File: config.mk
export PLATFORM = sky130hd
export DESIGN_NAME = path_replayer_flat
export DESIGN_NICKNAME = d
export VERILOG_FILES = /design/src/rtl/path_replayer_if.sv /design/src/rtl/path_replayer.sv /design/src/flat_wrapper.sv
export SDC_FILE = /design/constraint.sdc
export NUM_CORES = 1
export LEC_CHECK = 0
export CORE_MARGIN = 2
export CORE_UTILIZATION = 54
export CTS_CLUSTER_SIZE = 28
export DETAILED_ROUTE_END_ITERATION = 16
export PLACE_DENSITY = 0.86
export SLEW_MARGIN = 0
export SYNTH_ARGS = -nofsm -noshare
export SYNTH_HDL_FRONTEND = slang
export SYNTH_SLANG_ARGS = --single-unit
export TNS_END_PERCENT = 50
File: constraint.sdc
create_clock -name clk -period 2.6 [get_ports clk]
set_input_delay 0.78 -clock clk [delete_from_list [all_inputs] [get_ports clk]]
set_output_delay 0.78 -clock clk [all_outputs]
set_load 0.005 [all_outputs]
File: src/rtl/path_replayer_if.sv
// Stack-side and downstream move channels of the path replayer.
// master = replayer side, slave = stack/consumer side.
interface path_replayer_if;
   logic [1:0] stk_data;
   logic       stk_empty;
   logic       stk_pop;
   logic       out_ready;
   logic       out_valid;
   logic [1:0] out_dir;
   logic [3:0] out_move;

   modport master (
      input  stk_data, stk_empty, out_ready,
      output stk_pop, out_valid, out_dir, out_move
   );

   modport slave (
      output stk_data, stk_empty, out_ready,
      input  stk_pop, out_valid, out_dir, out_move
   );
endinterface

File: src/rtl/path_replayer.sv
// Drains the direction stack top-to-bottom, emitting one (optionally reversed)
// move per handshake with a settle delay before every stack sample.
module path_replayer #(
   parameter int SETTLE_CYC = 2
) (
   input  logic                 clk,
   input  logic                 rst,
   input  logic                 start,
   input  logic                 reverse,
   input  logic                 abort,
   path_replayer_if.master      bus,
   output logic                 busy,
   output logic                 done,
   output logic [8:0]           count
);

   typedef enum logic [2:0] {
      IDLE,
      SETTLE,
      CHECK,
      EMIT,
      POP,
      FIN
   } state_t;

   localparam logic [3:0] SETTLE_LOAD = 4'(SETTLE_CYC - 1);

   state_t     state_reg;
   logic [3:0] settle_reg;
   logic       reverse_reg;
   logic       valid_reg;
   logic [1:0] dir_reg;
   logic [3:0] move_reg;
   logic       pop_reg;
   logic       busy_reg;
   logic       done_reg;
   logic [8:0] count_reg;
   logic [1:0] check_dir;

   // Reversal flips the vertical/horizontal sense bit: up<->down, right<->left.
   assign check_dir = bus.stk_data ^ {reverse_reg, 1'b0};

   always_ff @(posedge clk or negedge rst) begin
      if (!rst) begin
         state_reg   <= IDLE;
         settle_reg  <= '0;
         reverse_reg <= 1'b0;
         valid_reg   <= 1'b0;
         dir_reg     <= 2'b00;
         move_reg    <= 4'b0000;
         pop_reg     <= 1'b0;
         busy_reg    <= 1'b0;
         done_reg    <= 1'b0;
         count_reg   <= '0;
      end else begin
         pop_reg  <= 1'b0;
         done_reg <= 1'b0;
         if (abort && state_reg != IDLE) begin
            // Abort beats a same-cycle handshake, so no pop escapes.
            state_reg <= IDLE;
            valid_reg <= 1'b0;
            move_reg  <= 4'b0000;
            busy_reg  <= 1'b0;
         end else begin
            case (state_reg)
               IDLE: begin
                  if (start && !abort) begin
                     reverse_reg <= reverse;
                     count_reg   <= '0;
                     settle_reg  <= SETTLE_LOAD;
                     busy_reg    <= 1'b1;
                     state_reg   <= SETTLE;
                  end
               end
               SETTLE: begin
                  if (settle_reg == 4'd0) begin
                     state_reg <= CHECK;
                  end else begin
                     settle_reg <= settle_reg - 4'd1;
                  end
               end
               CHECK: begin
                  if (bus.stk_empty) begin
                     done_reg  <= 1'b1;
                     state_reg <= FIN;
                  end else begin
                     dir_reg   <= check_dir;
                     move_reg  <= 4'b0001 << check_dir;
                     valid_reg <= 1'b1;
                     state_reg <= EMIT;
                  end
               end
               EMIT: begin
                  if (bus.out_ready) begin
                     valid_reg <= 1'b0;
                     move_reg  <= 4'b0000;
                     pop_reg   <= 1'b1;
                     if (count_reg != 9'd511) begin
                        count_reg <= count_reg + 9'd1;
                     end
                     state_reg <= POP;
                  end
               end
               POP: begin
                  settle_reg <= SETTLE_LOAD;
                  state_reg  <= SETTLE;
               end
               FIN: begin
                  busy_reg  <= 1'b0;
                  state_reg <= IDLE;
               end
               default: begin
                  busy_reg  <= 1'b0;
                  valid_reg <= 1'b0;
                  move_reg  <= 4'b0000;
                  state_reg <= IDLE;
               end
            endcase
         end
      end
   end

   assign bus.stk_pop   = pop_reg;
   assign bus.out_valid = valid_reg;
   assign bus.out_dir   = dir_reg;
   assign bus.out_move  = move_reg;
   assign busy          = busy_reg;
   assign done          = done_reg;
   assign count         = count_reg;

endmodule

File: src/flat_wrapper.sv
// flat-port wrapper written by rule: the top's interface ports become plain ports
module path_replayer_flat 
#(
   parameter int SETTLE_CYC = 2
)
  (clk, rst, start, reverse, abort, busy, done, count, bus_stk_data, bus_stk_empty, bus_out_ready, bus_stk_pop, bus_out_valid, bus_out_dir, bus_out_move);
  path_replayer_if bus_i ();
  input  logic clk;
  input  logic rst;
  input  logic start;
  input  logic reverse;
  input  logic abort;
  output logic busy;
  output logic done;
  output logic [8:0] count;
  input wire logic [$bits(bus_i.stk_data)-1:0] bus_stk_data;
  input wire logic [$bits(bus_i.stk_empty)-1:0] bus_stk_empty;
  input wire logic [$bits(bus_i.out_ready)-1:0] bus_out_ready;
  output wire logic [$bits(bus_i.stk_pop)-1:0] bus_stk_pop;
  output wire logic [$bits(bus_i.out_valid)-1:0] bus_out_valid;
  output wire logic [$bits(bus_i.out_dir)-1:0] bus_out_dir;
  output wire logic [$bits(bus_i.out_move)-1:0] bus_out_move;
  assign bus_i.stk_data = bus_stk_data;
  assign bus_i.stk_empty = bus_stk_empty;
  assign bus_i.out_ready = bus_out_ready;
  assign bus_stk_pop = bus_i.stk_pop;
  assign bus_out_valid = bus_i.out_valid;
  assign bus_out_dir = bus_i.out_dir;
  assign bus_out_move = bus_i.out_move;
  path_replayer #(.SETTLE_CYC(SETTLE_CYC)) u_core (.clk(clk), .rst(rst), .start(start), .reverse(reverse), .abort(abort), .bus(bus_i), .busy(busy), .done(done), .count(count));
endmodule
# ---- Word-level counts from Yosys, hierarchy flattened
# Index checks and enable logic that the tools add are counted.
dict set report totals {
  rom_bits 0
  mem_count 0
  latchBits 0
  word_cells 79
  reg_bits 27
  output_inout_bits 19
  ram_bits 0
}
dict set report classes {
  eq_ne 16
  div_mod_pow 0
  reduce_logical 17
  bitwise_logic 3
  muxes 30
  addsub 2
  shifts 1
  order_cmp 0
  multipliers 0
}
# cell count
set op_table {}
lappend op_table {{9-bit two-way mux} 3}
lappend op_table {{4-bit one-hot mux with 3 select lines} 2}
lappend op_table {{4-bit two-way mux} 5}
lappend op_table {{9-bit one-hot mux with 2 select lines} 1}
lappend op_table {{3-bit two-way mux} 5}
lappend op_table {{3-bit one-hot mux with 5 select lines} 1}
lappend op_table {{3-bit AND reduction} 4}
lappend op_table {{1-bit two-way mux} 11}
lappend op_table {{9-bit by 1-bit adder with 9-bit output, second input constant} 1}
lappend op_table {{9-bit != test, second input constant} 1}
lappend op_table {{2-bit by 1-bit != test with 1-bit output, second input constant} 4}
lappend op_table {{4-bit OR reduction} 2}
lappend op_table {{3-bit by 2-bit equality test with 1-bit output, second input constant} 2}
lappend op_table {{3-bit equality test, second input constant} 2}
lappend op_table {{3-bit by 1-bit != test with 1-bit output, second input constant} 2}
lappend op_table {{3-bit by 2-bit != test with 1-bit output, second input constant} 2}
lappend op_table {{3-bit nonzero test} 2}
lappend op_table {{5-bit AND reduction} 1}
lappend op_table {{4-bit zero test} 1}
lappend op_table {{2-bit != test, second input constant} 2}
lappend op_table {{4-bit AND reduction} 1}
lappend op_table {{1-bit by 2-bit left shift with 4-bit output, first input constant} 1}
lappend op_table {{4-bit by 1-bit subtractor with 4-bit output, second input constant} 1}
lappend op_table {{3-bit by 1-bit equality test with 1-bit output, second input constant} 1}
lappend op_table {{other kinds (9)} 11}

# ---- Depth between registers and ports, before layout
# Gate-level depths: netlist (run 1).
dict set report logic_depth {
  depth_word 5
  mapped_depth 8
  ltp_nobuf 8
}

# ---- Worst setup path before layout (run 1)
# No wires, ideal clock.
dict set report synth_path {
  path_kind {flip-flop to flip-flop}
  start {reg u_core.count_reg[0] (netlist: u_core.count[0])}
  end {reg u_core.count_reg[7] (netlist: u_core.count[7])}
  period_less_slack_ps 1793
  arrival_ps 1716
  setup_slack_ps 807
  stages_incl_launch_ff 9
  setup_time_ps 76
  cell_sequence {dfrtp_1 ha_1 nand4_1 nor3_1 ha_1 and4b_1 nand2_1 or3_1 o21ai_1}
}
dict set report synth_via {
  elab_chain_cells 4
}
# element line_no
set synth_rtl {}
lappend synth_rtl {{from (decl)} path_replayer.sv:37} ;# logic [8:0] count_reg;
lappend synth_rtl {{from (signal assigned)} path_replayer.sv:99} ;# count_reg <= count_reg + 9'd1;
lappend synth_rtl {{9-bit by 1-bit adder with 9-bit output} path_replayer.sv:99}
lappend synth_rtl {{9-bit two-way mux} path_replayer.sv:98} ;# if (count_reg != 9'd511) begin
lappend synth_rtl {{9-bit two-way mux} path_replayer.sv:94} ;# if (bus.out_ready) begin
lappend synth_rtl {{9-bit one-hot mux with 2 select lines} path_replayer.sv:65} ;# case (state_reg)
# Parallel ways exist; a longest one is shown, timed or not. The select of a mux whose other input is x is not followed.
# A chain may end at the register's enable or synchronous reset.

# ---- Worst setup path after layout (run 1)
dict set report layout_path {
  start {reg u_core.count_reg[3] (netlist: u_core.count[3])}
  end {reg u_core.count_reg[6] (netlist: u_core.count[6])}
}
# Same word-level chain as after synthesis.

==> results.txt, run 1 <==
----------------------------------------------------
[Detailed routing]
  Number of vias after detailed routing ... 1,180
  Average wire per standard cell ... 15.4 um
  Number of detailed-route iterations in the first pass ... 4
  Total length of routed wires ... 3000 um
  Violation count after the first detailed-route iteration ... 39
  Via density per instance ... 6.05
  Post-DRT Antenna Nets ... 0
  Number of remaining DRC errors ... 0

[CTS]
  CTS clk-pin slew, worst paths ... 0.15 ns
  Post-cts gate resize count ... 0
  Number of clock buffers inserted by TritonCTS ... 3
  Cts hold-fix bufs ... 0
  Number of H-tree levels ... 1
  Clock insertion delay at the later pin of the skew report ... 0.33 ns
  # clock sinks ... 27
  CTS tree ... built
  CTS max path bufs ... 2
  Cell chosen for the clock root ... sky130_fd_sc_hd__clkbuf_4
  Post-CTS Setup Inserts ... 0

[Setup path]
  Critical Path RT ... 2.86 ns
  R2R Path End ... u_core.count[6]
  Kind of end point of the critical path ... flop
  Reg-to-reg critical path startpoint ... u_core.count[3]
  Startpoint type of the worst setup path ... flop
  Maximum fanout encountered on the critical timing path ... 6
  Critical path arrival ... 2.35 ns
  Length in cells of the worst reg-to-reg path ... 8
  CP Class ... reg -> reg
  Setup slack of the worst register-to-register path ... 0.51 ns

[Synth]
  Synthesized netlist cell count ... 137
  Total standard cell area after synthesis ... 0.00137 mm^2
  Share of synthesized area occupied by flip-flops and latches ... 49.4%
  Number of library cell types mapped by synthesis ... 43
  Fraction of synthesized cell area taken by the top area cell type ... 49.4%
  Leading area contributor after synthesis ... sky130_fd_sc_hd__dfrtp_1
  Synthesis-stage register bit count ... 27
  Net Count, Synth ... 149
  Leading register cell type out of synthesis ... sky130_fd_sc_hd__dfrtp_1
  Post-synth EDFFs ... 0
  Synthesized area divided by synthesized cell count ... 9.99 um^2
  List of most frequent post-synthesis cells ... 27 x sky130_fd_sc_hd__dfrtp_1, 13 x sky130_fd_sc_hd__nand2_1, 11 x sky130_fd_sc_hd__nor2_1
  Cell with the most instances after synthesis ... sky130_fd_sc_hd__dfrtp_1
  Yosys synthesis warning count ... 0
  Dominant cells by area after synthesis ... sky130_fd_sc_hd__dfrtp_1 49%, sky130_fd_sc_hd__nand2_1 3.6%, sky130_fd_sc_hd__nor2_1 3.0%, sky130_fd_sc_hd__ha_1 2.7%, sky130_fd_sc_hd__or3_1 2.3%
  Post-synthesis async set-or-reset flop share ... 100%

[Layout]
  Fill count ... 199
  Final Instance Area ... 0.00169 mm^2
  Flip-flop count of the largest register, all copies and words added ... 9
  Utilization after layout ... 69.3%
  Relative area change from synthesis to final layout ... 23.2%
  Count of antenna diodes in the layout ... 0
  Post-layout net count ... 178
  Fraction of final layout cells sized beyond drive strength 1 ... 7.27%

[Pwr]
  Sw Ratio ... 33.6%
  Power density normalized to cell area ... 683 mW/mm^2
  Portion of total power attributed to the clock network ... 16.3%
  Leak ... 0.723 nW
  Share of total power in combinational logic ... 33.2%
  Internal portion of total power ... 0.764 mW
  NetSw ... 0.387 mW
  Sequential share of power ... 50.5%
  Peak ir drop on the vdd network ... 514 uV

[Global routing]
  Global-route wire length before repair ... 4850 um
  Maximum number of pins on one net before global-route repair ... 28
  Antenna violations before repair ... 0
  Vias in the first global route ... 1,094
  Remaining global-route overflow ... 0
  All-Layer GR Usage ... 22.8%

[Hold path]
  Worst hold path endpoint ... u_core.count[4]
  Launch instance of the worst min-delay path ... u_core.count[4]
  Class of the tightest hold or removal check ... reg -> reg
  Hold Path Stages ... 1

[Floorplanning]
  Total number of placement rows ... 18
  Die H ... 54.3 um
  Initial core utilization ... 56.3%
  Standard cell core area ... 0.00243 mm^2
  I/O pins ... 28
  Full die area ... 0.00295 mm^2
  Die width ... 54.3 um

[Timing]
  Final setup violating endpoints ... 0
  Highest achievable clock rate ... 0.478 GHz
  Minimum clock period ... 2.09 ns
  Fin crit share ... 80.4%
  Final-report hold violation count ... 0
  Number of max-slew violations in the final report ... 0
  Setup TNS Final ... 0 ns
  Worst clock skew ... 0.00451 ns
  Slew at the pin closest to its max-slew limit ... 0.456 ns
  Unrepaired setup endpoints after global routing ... false
  Worst-case headroom to the max-slew limit ... 69.6%
  Hold Worst Slack ... 0.501 ns

[Run status]
  Outcome ... finished, final reports clean

[Place]
  Placed standard-cell area ... 0.00166 mm^2
  Quantity of I/O buffers inserted on ports ... 27
  Detail Placement HPWL ... 2290 um
  Routability Congestion ... 0.924

[Flow run]
  Max-cap violation count ... 0

----------------------------------------------------
per-stage QoR:
stage	instances	setup slack (ns)	power, mW
2_1_floorplan	137	0.807	0.812
3_3_place_gp	191	0.328	0.946
3_5_place_dp	191	0.232	0.973
4_1_cts	195	0.492	1.16
5_1_grt	195	0.277	1.24
6_report	195	0.509	1.15
worst max-delay path, cell delays in order (launching register included):
cell and delay (ns):
sky130_fd_sc_hd__dfrtp_1 0.44, sky130_fd_sc_hd__and2_1 0.23, sky130_fd_sc_hd__nand4_1 0.17, sky130_fd_sc_hd__nor3_1 0.17, sky130_fd_sc_hd__ha_1 0.20, sky130_fd_sc_hd__and4b_1 0.21
sky130_fd_sc_hd__o21ai_1 0.37, sky130_fd_sc_hd__a21oi_1 0.07, sky130_fd_sc_hd__o21ai_0 0.17
power groups by stage:
stage	logic, mW	registers [mW]	clock network (mW)
3_3_place_gp	0.364	0.582	0
3_5_place_dp	0.383	0.590	0
6_report	0.383	0.582	0.187
4_1_cts	0.386	0.581	0.194
5_1_grt	0.430	0.594	0.216
2_1_floorplan	0.252	0.561	0
routing by layer:
metal | wire length [um] | GRT usage [%] | share of wire (%)
met1 | 1250 | 29.0 | 42
met3 | 146 | 3.01 | 4.9
met4 | 61 | 12.1 | 2.0
met2 | 1540 | 37.8 | 51
met5 | 0 | 0 | 0
layout by cell type (no fill, tap or decap), types with 3 or more instances in the layout:
cell | synthesis | final
sky130_fd_sc_hd__a21oi_1 | 4 | 4
sky130_fd_sc_hd__clkdlybuf4s50_1 | 0 | 27
sky130_fd_sc_hd__nor3b_1 | 3 | 3
sky130_fd_sc_hd__a211oi_1 | 3 | 3
sky130_fd_sc_hd__nand2_1 | 13 | 13
sky130_fd_sc_hd__nand3_1 | 5 | 5
sky130_fd_sc_hd__o21ai_1 | 4 | 4
sky130_fd_sc_hd__a31oi_1 | 3 | 3
sky130_fd_sc_hd__inv_1 | 6 | 6
sky130_fd_sc_hd__ha_1 | 3 | 3
sky130_fd_sc_hd__or3_1 | 5 | 5
sky130_fd_sc_hd__clkbuf_4 | 0 | 3
sky130_fd_sc_hd__nor2_1 | 11 | 11
sky130_fd_sc_hd__dfrtp_1 | 27 | 27
sky130_fd_sc_hd__o21ai_0 | 4 | 4
sky130_fd_sc_hd__nor3_1 | 6 | 6
how the worst max path moves through the flow:
stage | start | end | cells past startpoint | slack [ns]
after global placement | abort | u_core.bus.out_move[1] | 5 | 0.33
after CTS | u_core.count[2] | count[2] | 1 | 0.49
final | u_core.count[3] | u_core.count[6] | 8 | 0.51
after global routing | u_core.count[3] | u_core.count[5] | 8 | 0.28
after detailed placement | abort | u_core.bus.out_move[0] | 6 | 0.23
after floorplan | u_core.count[0] | u_core.count[7] | 8 | 0.81
cell type report:
class / instances / area, um^2 / share of cell area (%)
inverters: 6 / 22.5 / 1.34
clock inverters: 1 / 7.51 / 0.445
well taps: 30 / 37.5 / 2.23
flip-flops and latches: 27 / 676 / 40.1
multi-input cells: 99 / 636 / 37.7
repair buffers: 29 / 285 / 16.9
clock buffers: 3 / 22.5 / 1.34
cell families after synthesis:
logic type                 after synthesis  synth area share (%)
buffers and inverters                   11                  4.20
xor gates and xnor gates                 2                  1.28
DFF                                     27                  49.4
AOI/OAI and AO/OA                       34                  17.9
adders and majority gates                3                  2.74
and+or+nand+nor                         56                  21.3
muxes                                    4                  3.20
Power figures use the tool's default switching activity.
==> inputs of run 2 (changes only) <==
Settings changed: CORE_UTILIZATION 54 to 50, PLACE_DENSITY 0.86 to 0.81.
Clock period 2.6 ns to 2.2 ns, I/O delays scaled along.
==> results.txt, run 2 (synthesis gave the netlist of run 1 again) <==
----------------------------------------------------
[CTS]
  CTS max path bufs ... 2 (unchanged)
  CTS clk-pin slew, worst paths ... 0.15 ns (about the same)
  Clock insertion delay at the later pin of the skew report ... 0.33 ns (about the same)
  Number of H-tree levels ... 1 (unchanged)
  Cell chosen for the clock root ... sky130_fd_sc_hd__clkbuf_4 (unchanged)
  CTS tree ... built (unchanged)
  Post-cts gate resize count ... 0 (unchanged)
  Post-CTS Setup Inserts ... 0 (unchanged)
  Number of clock buffers inserted by TritonCTS ... 3 (unchanged)
  Cts hold-fix bufs ... 0 (unchanged)
  # clock sinks ... 27 (unchanged)

[Detailed routing]
  Total length of routed wires ... 2930 um (was 3000 um)
  Via density per instance ... 6.08 (was 6.05)
  Number of detailed-route iterations in the first pass ... 4 (unchanged)
  Post-DRT Antenna Nets ... 0 (unchanged)
  Average wire per standard cell ... 14.9 um (was 15.4 um)
  Number of remaining DRC errors ... 0 (unchanged)
  Number of vias after detailed routing ... 1,191 (was 1,180)
  Violation count after the first detailed-route iteration ... 26 (was 39)

[Global routing]
  Remaining global-route overflow ... 0 (unchanged)
  Vias in the first global route ... 1,139 (was 1,094)
  Maximum number of pins on one net before global-route repair ... 28 (unchanged)
  All-Layer GR Usage ... 20.4% (was 22.8%)
  Antenna violations before repair ... 0 (unchanged)
  Global-route wire length before repair ... 5110 um (was 4850 um)

[Timing]
  Final-report hold violation count ... 0 (unchanged)
  Slew at the pin closest to its max-slew limit ... 0.444 ns (was 0.456 ns)
  Hold Worst Slack ... 0.499 ns (was 0.501 ns)
  Fin crit share ... 93.3% (was 80.4%)
  Worst clock skew ... 0.00629 ns (was 0.00451 ns)
  Setup slack of the critical path after layout ... 0.148 ns (was 0.509 ns)
  Number of max-slew violations in the final report ... 0 (unchanged)
  Minimum clock period ... 2.05 ns (was 2.09 ns)
  Worst-case headroom to the max-slew limit ... 70.4% (was 69.6%)
  Final setup violating endpoints ... 0 (unchanged)
  Unrepaired setup endpoints after global routing ... false (unchanged)
  Setup TNS Final ... 0 ns (unchanged)
  Highest achievable clock rate ... 0.487 GHz (was 0.478 GHz)

[Floorplanning]
  Die width ... 56.3 um (was 54.3 um)
  Full die area ... 0.00317 mm^2 (was 0.00295 mm^2)
  I/O pins ... 28 (unchanged)
  Total number of placement rows ... 18 (unchanged)
  Standard cell core area ... 0.00254 mm^2 (was 0.00243 mm^2)
  Initial core utilization ... 53.8% (was 56.3%)
  Die H ... 56.3 um (was 54.3 um)

[Setup path]
  CP Class ... reg -> reg (unchanged)
  Critical Path RT ... 2.47 ns (was 2.86 ns)
  Kind of end point of the critical path ... flop (unchanged)
  Maximum fanout encountered on the critical timing path ... 5 (was 6)
  Startpoint type of the worst setup path ... flop (unchanged)
  Critical path arrival ... 2.32 ns (was 2.35 ns)
  Setup slack of the worst register-to-register path ... 0.15 ns (was 0.51 ns)

[Place]
  Detail Placement HPWL ... 2230 um (was 2290 um)
  Routability Congestion ... 0.897 (was 0.924)
  Setup slack after placement ... 0.0201 ns (was 0.232 ns)
  Quantity of I/O buffers inserted on ports ... 27 (unchanged)

[Layout]
  Flip-flop count of the largest register, all copies and words added ... 9 (unchanged)
  Count of antenna diodes in the layout ... 0 (unchanged)
  Relative area change from synthesis to final layout ... 23.8% (was 23.2%)
  Highest-count cells in the layout ignoring fill and taps ... 27 x sky130_fd_sc_hd__clkdlybuf4s50_1, 27 x sky130_fd_sc_hd__dfrtp_1, 13 x sky130_fd_sc_hd__nand2_1 (unchanged)
  Fraction of final layout cells sized beyond drive strength 1 ... 7.83% (was 7.27%)
  Utilization after layout ... 66.6% (was 69.3%)
  Post-layout net count ... 179 (was 178)

[Pwr]
  Power density normalized to cell area ... 805 mW/mm^2 (was 683 mW/mm^2)
  Leak ... 0.727 nW (was 0.723 nW)
  Peak ir drop on the vdd network ... 688 uV (was 514 uV)

[Flow run]
  Max-cap violation count ... 0 (unchanged)

[Hold path]
  Class of the tightest hold or removal check ... reg -> reg (unchanged)

[Run status]
  Outcome ... finished, final reports clean (unchanged)

----------------------------------------------------
==> run 2: cell types whose count changed in the layout (fill, tap and decap cells not counted), sizes merged <==
cell,before,now
buf,2,3
==> run 2: area by class of cell <==
cell class              instances  area, um^2
clock buffers                   3        22.5
fillers                       208         851
flip-flops and latches         27         676
repair buffers                 30         293
well taps                      30        37.5
clock inverters                 1        7.51
multi-input cells              99         636
inverters                       6        22.5
==> run 2: power by group <==
group          leakage (nW)  total (mW)  switching [mW]  internal [mW]
combinational         0.352       0.457           0.206          0.250
sequential            0.361       0.687          0.0991          0.587
clock                0.0139       0.221           0.152         0.0697
total                 0.727        1.36           0.457          0.907
==> run 2: stage by stage <==
stage,instances,power (mW),cell area [um^2]
floorplan,137,0.960,1370
global placement,192,1.13,1660
detailed placement,192,1.15,1660
CTS,196,1.37,1690
global route,196,1.46,1690
finish,196,1.36,1690
==> run 2: metal layers <==
layer  GRT usage (%)  up-vias  share of wire, %
met2            32.9       29                49
met1            27.3      594                45
met4            9.52        0               1.7
met5               0        -                 0
met3            2.53        5               4.0
li1                -      563                 -
==> run 2: final timing paths <==
kind,start,endpoint,cells past startpoint
setup / recovery,u_core.count[0],u_core.count[7],8
hold / removal,u_core.bus.out_valid,u_core.bus.out_valid,1
setup reg to reg,u_core.count[0],u_core.count[7],8
hold reg to reg,u_core.bus.out_valid,u_core.bus.out_valid,1
max in group asynchronous,rst,u_core.count[4],2
min in group asynchronous,rst,u_core.count[2],2
==> run 2: worst max-delay path, stage by stage (launching register included) <==
cell	delay [ns]
sky130_fd_sc_hd__dfrtp_1	0.45
sky130_fd_sc_hd__ha_1	0.27
sky130_fd_sc_hd__nand4_1	0.16
sky130_fd_sc_hd__nor3_1	0.07
sky130_fd_sc_hd__ha_1	0.19
sky130_fd_sc_hd__and4b_1	0.26
sky130_fd_sc_hd__nand2_1	0.13
sky130_fd_sc_hd__or3_1	0.38
sky130_fd_sc_hd__o21ai_1	0.08
